### src/rtl/fpu_result_sink.sv
// ---------------------------------------------------------------------------
// fpu_result_sink
// Consumer end of the FPU result handshake. Accepted results are buffered in
// a DEPTH-entry FIFO and presented to a downstream reader. The block also
// keeps sticky IEEE exception flags, counts accepted results and checks that
// operation tags arrive in increasing order.
//
// Ports:
//   clk_i, rst_ni                  clock (rising edge), synchronous active-low reset
//   res_valid_i/res_ready_o        upstream FPU result handshake
//   res_result_i/status_i/tag_i    upstream payload (status = {NV,DZ,OF,UF,NX})
//   deq_valid_o/deq_ready_i        downstream handshake at the FIFO head
//   deq_result_o/status_o/tag_o    head payload (all zero while empty)
//   clr_i                          clears flags, counters and expected tag
//   fflags_o                       sticky OR of accepted status
//   res_cnt_o, err_cnt_o           accepted-result and tag-mismatch counters
//   tag_err_o                      sticky tag-order mismatch
//   level_o                        FIFO occupancy, 0..DEPTH
// ---------------------------------------------------------------------------
module fpu_result_sink #(
  parameter int DWIDTH    = 16,
  parameter int TAG_WIDTH = 4,
  parameter int DEPTH     = 4,
  parameter int CNT_WIDTH = 16
) (
  input  logic                     clk_i,
  input  logic                     rst_ni,
  input  logic                     res_valid_i,
  output logic                     res_ready_o,
  input  logic [DWIDTH-1:0]        res_result_i,
  input  logic [4:0]               res_status_i,
  input  logic [TAG_WIDTH-1:0]     res_tag_i,
  output logic                     deq_valid_o,
  input  logic                     deq_ready_i,
  output logic [DWIDTH-1:0]        deq_result_o,
  output logic [4:0]               deq_status_o,
  output logic [TAG_WIDTH-1:0]     deq_tag_o,
  input  logic                     clr_i,
  output logic [4:0]               fflags_o,
  output logic [CNT_WIDTH-1:0]     res_cnt_o,
  output logic                     tag_err_o,
  output logic [CNT_WIDTH-1:0]     err_cnt_o,
  output logic [$clog2(DEPTH):0]   level_o
);

  localparam int AW = $clog2(DEPTH);
  localparam int LW = AW + 1;
  localparam int EW = DWIDTH + 5 + TAG_WIDTH;

  logic [EW-1:0]        mem_q [DEPTH];
  logic [AW-1:0]        wr_ptr_q, wr_ptr_d;
  logic [AW-1:0]        rd_ptr_q, rd_ptr_d;
  logic [LW-1:0]        level_q, level_d;
  logic [4:0]           fflags_q, fflags_d;
  logic [CNT_WIDTH-1:0] res_cnt_q, res_cnt_d;
  logic [CNT_WIDTH-1:0] err_cnt_q, err_cnt_d;
  logic                 tag_err_q, tag_err_d;
  logic [TAG_WIDTH-1:0] exp_tag_q, exp_tag_d;

  logic                 full_s;
  logic                 empty_s;
  logic                 accept_s;
  logic                 pop_s;
  // Statistics base value: a clear in the same cycle as an accept lets the
  // accept land on top of the cleared state rather than being lost.
  logic [4:0]           fflags_base_s;
  logic [CNT_WIDTH-1:0] res_cnt_base_s;
  logic [CNT_WIDTH-1:0] err_cnt_base_s;
  logic                 tag_err_base_s;
  logic [TAG_WIDTH-1:0] exp_tag_base_s;

  // Ready depends only on registered occupancy, so a pop never frees a slot
  // for a push in the same cycle.
  assign full_s   = (level_q == LW'(DEPTH));
  assign empty_s  = (level_q == {LW{1'b0}});
  assign accept_s = res_valid_i & ~full_s;
  assign pop_s    = ~empty_s & deq_ready_i;

  assign res_ready_o = ~full_s;
  assign deq_valid_o = ~empty_s;
  assign level_o     = level_q;
  assign fflags_o    = fflags_q;
  assign res_cnt_o   = res_cnt_q;
  assign err_cnt_o   = err_cnt_q;
  assign tag_err_o   = tag_err_q;

  // Head data comes straight from storage; forced to zero while empty.
  always_comb begin
    if (empty_s) begin
      {deq_result_o, deq_status_o, deq_tag_o} = {EW{1'b0}};
    end else begin
      {deq_result_o, deq_status_o, deq_tag_o} = mem_q[rd_ptr_q];
    end
  end

  // FIFO pointer and occupancy next-state.
  always_comb begin
    wr_ptr_d = wr_ptr_q;
    rd_ptr_d = rd_ptr_q;
    level_d  = level_q;
    if (accept_s) begin
      wr_ptr_d = wr_ptr_q + AW'(1);
    end else begin
      wr_ptr_d = wr_ptr_q;
    end
    if (pop_s) begin
      rd_ptr_d = rd_ptr_q + AW'(1);
    end else begin
      rd_ptr_d = rd_ptr_q;
    end
    case ({accept_s, pop_s})
      2'b10:   level_d = level_q + LW'(1);
      2'b01:   level_d = level_q - LW'(1);
      default: level_d = level_q;
    endcase
  end

  // Flag, counter and tag-order next-state.
  always_comb begin
    if (clr_i) begin
      fflags_base_s  = 5'b00000;
      res_cnt_base_s = {CNT_WIDTH{1'b0}};
      err_cnt_base_s = {CNT_WIDTH{1'b0}};
      tag_err_base_s = 1'b0;
      exp_tag_base_s = {TAG_WIDTH{1'b0}};
    end else begin
      fflags_base_s  = fflags_q;
      res_cnt_base_s = res_cnt_q;
      err_cnt_base_s = err_cnt_q;
      tag_err_base_s = tag_err_q;
      exp_tag_base_s = exp_tag_q;
    end
    fflags_d  = fflags_base_s;
    res_cnt_d = res_cnt_base_s;
    err_cnt_d = err_cnt_base_s;
    tag_err_d = tag_err_base_s;
    exp_tag_d = exp_tag_base_s;
    if (accept_s) begin
      fflags_d  = fflags_base_s | res_status_i;
      res_cnt_d = res_cnt_base_s + CNT_WIDTH'(1);
      // Expected tag always resyncs to the received tag, so one gap costs
      // exactly one error.
      exp_tag_d = res_tag_i + TAG_WIDTH'(1);
      if (res_tag_i != exp_tag_base_s) begin
        tag_err_d = 1'b1;
        err_cnt_d = err_cnt_base_s + CNT_WIDTH'(1);
      end else begin
        tag_err_d = tag_err_base_s;
        err_cnt_d = err_cnt_base_s;
      end
    end else begin
      fflags_d  = fflags_base_s;
      res_cnt_d = res_cnt_base_s;
    end
  end

  // FIFO storage; reset clears entries so no stale data survives.
  always_ff @(posedge clk_i) begin
    if (!rst_ni) begin
      for (int i = 0; i < DEPTH; i++) begin
        mem_q[i] <= {EW{1'b0}};
      end
    end else if (accept_s) begin
      mem_q[wr_ptr_q] <= {res_result_i, res_status_i, res_tag_i};
    end
  end

  // State registers.
  always_ff @(posedge clk_i) begin
    if (!rst_ni) begin
      wr_ptr_q  <= {AW{1'b0}};
      rd_ptr_q  <= {AW{1'b0}};
      level_q   <= {LW{1'b0}};
      fflags_q  <= 5'b00000;
      res_cnt_q <= {CNT_WIDTH{1'b0}};
      err_cnt_q <= {CNT_WIDTH{1'b0}};
      tag_err_q <= 1'b0;
      exp_tag_q <= {TAG_WIDTH{1'b0}};
    end else begin
      wr_ptr_q  <= wr_ptr_d;
      rd_ptr_q  <= rd_ptr_d;
      level_q   <= level_d;
      fflags_q  <= fflags_d;
      res_cnt_q <= res_cnt_d;
      err_cnt_q <= err_cnt_d;
      tag_err_q <= tag_err_d;
      exp_tag_q <= exp_tag_d;
    end
  end

endmodule

### config.mk
export PLATFORM = sky130hd
export DESIGN_NAME = fpu_result_sink
export DESIGN_NICKNAME = d
export VERILOG_FILES = /design/src/rtl/fpu_result_sink.sv
export SDC_FILE = /design/constraint.sdc
export NUM_CORES = 1
export LEC_CHECK = 0
export ABC_AREA = 0
export CORE_UTILIZATION = 49
export DETAILED_ROUTE_END_ITERATION = 7
export PLACE_DENSITY = 0.74
export SYNTH_ARGS = -nofsm -noshare
export SYNTH_HDL_FRONTEND = slang
export SYNTH_SLANG_ARGS = --single-unit
### constraint.sdc
create_clock -name clk_i -period 3.95 [get_ports clk_i]
set_clock_uncertainty 0.15 [all_clocks]
set_input_delay 1.185 -clock clk_i [delete_from_list [all_inputs] [get_ports clk_i]]
set_output_delay 1.185 -clock clk_i [all_outputs]
set_load 0.005 [all_outputs]
==> results.yml <==
grt:
  grt_pass1_wl_mm: 24.4
  grt_pass1_vias: 4831
  overflow: 0
  track_usage_pct: 22.4
  grt_max_degree: 28
  antenna_found_initial: 0
sta:
  fmax_ghz: 0.286
  rsz0062_at_grt: "no"
  slew_viol_final: 0
  post-route-period-util_pct: 88.7
  setup_ws_ps: 448
  period_needed_ps: 3500
  tightest_slew_ps: 647
  finalSetupViolations: 0
  relSlewSlack_pct: 56.8
  hold_viol: 0
detailed_routing:
  routed_wl_mm: 14.9
  wl_per_cell_um: 17.0
  drtPass1Iterations: 5
  vias_per_cell: 5.48
  drt_first_iter_violations: 456
  drc: 0
  via_count: 4806
  antenna_left: 0
layout:
  mostFrequentLayoutCells: "100 x edfxtp_1, 97 x clkdlybuf4s50_1, 82 x nor2_1"
  layout_commonest_cell: "edfxtp_1"
  seq_area_mm2: 0.00403
  drive_gt1_share_pct: 12.3
  fill_cells: 1033
  syn_to_final_growth_pct: 26.0
  finish.net_count: 723
  multi_input_comb_area_mm2: 0.00254
  diodes: 0
synthesis:
  avgSynthCellArea_um2: 11.6
  synth_edf_count: 100
  ys.flop_type: "edfxtp_1"
  yosys.area.top_type_share_pct: 44.1
  syn_area_mm2: 0.00681
  synth_nets: 622
  synth_area_leaders: "edfxtp_1 44%, dfxtp_1 15%, mux4_2 8.3%"
  synth-async-reset-ratio_pct: 0
  ys_types: 51
  seq_area_frac_synth_pct: 59.1
  synthCells: 587
  yosys.area.top_type: "edfxtp_1"
  yosys_warnings: 0
  ys_ff_latch: 151
worst_setup_path:
  reg2reg_from: "level_o[2]"
  worst-setup-path-type: "register to output port"
  r2r_slack_ps: 1080
  cpMaxStageDelayCell: "mux4_2"
  cp_top_family: "buffers and inverters"
  cp_num_buf_inv: 2
  end_kind: "output port"
  slowest_delay_ps: 540
  cp_data_required_time_ps: 2610
  worstPathArrival_ps: 2170
  cp_cell_sequence: "buf_12 -> mux4_2 -> and2_1 -> clkdlybuf4s50_1"
  cp_max_fo: 25
  start_kind: "register"
placement:
  place.gp.congestion: 0.822
  pre_cts_slack_ps: 219
  hpwl_mm: 9.41
  io_buffers: 97
min_path:
  hold_class: "register to register"
  hp-start: "fflags_o[4]"
die:
  die_area_mm2: 0.0144
  start_util_pct: 50.8
  io_pins: 98
  die_h_um: 120
  die_width_um: 120
  coreArea_mm2: 0.0134
  rows: 42
clocking:
  clock_latency_ps: 410
  h-tree-depth: 4
  cts-root-buf: "clkbuf_16"
  cts_buffers: 17
  cts_tree: "built"
  cts_sinks: 151
  path_clk_slew_ps: 60
  cts_resized: 0
  hold_buffers: 0
  cts_buffer_depth: 2
  post-cts-setup-buffers: 0
power_and_ir_drop:
  peakVddDrop_mv: 0.297
  cellPowerDensity_mw_per_mm2: 531
  p_total_uw: 4560
  power_leakage_uw: 0.00316
job:
  cap_violations: 0
run_status:
  outcome: "completed"
-- worst min-delay path, cell delays in order, from the launching register on --
cell and delay (ps):
dfxtp_1 310, nand2_1 50, nand2_1 40
-- synth_stat cells (5+ instances only) --
cell type and n:
a21oi_1 19, nor2b_1 9, nor4_1 5, clkbuf_1 22, nand3_1 12, or4_1 6
nand2_1 53, o21ai_0 9, and2_1 51, buf_2 9, or3_1 8, o31ai_1 7
mux4_2 25, inv_1 31, xnor2_1 17, nor2_1 83, xor2_1 9, edfxtp_1 100
dfxtp_1 51, nand4_1 11
-- power by group --
group	total (µW)	switching (µW)	internal (µW)
clock network	1430	596	829
registers	1930	68.4	1860
logic	1200	559	646
total	4560	1220	3330
-- sequential cells by signal, summed over array words and instances, names as in the netlist, named ones only --
register	count
err_cnt_o	16
exp_tag_q	4
fflags_o	5
level_o	3
mem_q	100
rd_ptr_q	2
res_cnt_o	16
tag_err_o	1
wr_ptr_q	2
-- cell type report --
| class | instances | share of cell area (%) |
|---|---|---|
| Sequential cell | 151 | 46.9 |
| Multi-Input combinational cell | 369 | 29.6 |
| Timing Repair Buffer | 116 | 13.4 |
| Clock buffer | 23 | 5.45 |
| Tap cell | 176 | 2.57 |
| Inverter | 33 | 1.44 |
| Clock inverter | 9 | 0.627 |
-- layer usage --
metal / global-route usage (%) / up-vias / routed length (µm)
met2: 36.4 / 167 / 7400
li1: - / 2276 / -
met5: 0 / - / 0
met3: 6.18 / 14 / 986
met1: 29.6 / 2349 / 6390
met4: 6.09 / 0 / 164
-- path summary, 6_finish.rpt --
check                 endpoint  cells past startpoint
setup / recovery  deq_tag_o[1]                      4
setup reg to reg    level_o[2]                      9
hold reg to reg    fflags_o[4]                      2
hold / removal     fflags_o[4]                      2
-- logic make-up after synthesis --
group	share of synthesized area, %
simple gates	19.6
flops	59.1
buf+inv	3.91
compound gates	4.72
xor+xnor	3.34
mux	8.27
fa+ha+maj	1.03
-- per-stage QoR --
step / std cells / util (%) / hold WS (ps) / setup TNS [ps] / cell area, µm²
2_1_floorplan: 587 / - / 289 / -6150 / 6810
3_3_place_gp: 845 / 60.1 / 279 / 0 / 8060
3_5_place_dp: 845 / 60.1 / 292 / 0 / 8060
4_1_cts: 877 / 64.0 / 302 / 0 / 8580
5_1_grt: 877 / 64.0 / 327 / 0 / 8580
6_report: 877 / 64.0 / 299 / 0 / 8580
Note: power is estimated with default switching activity, not from simulation.
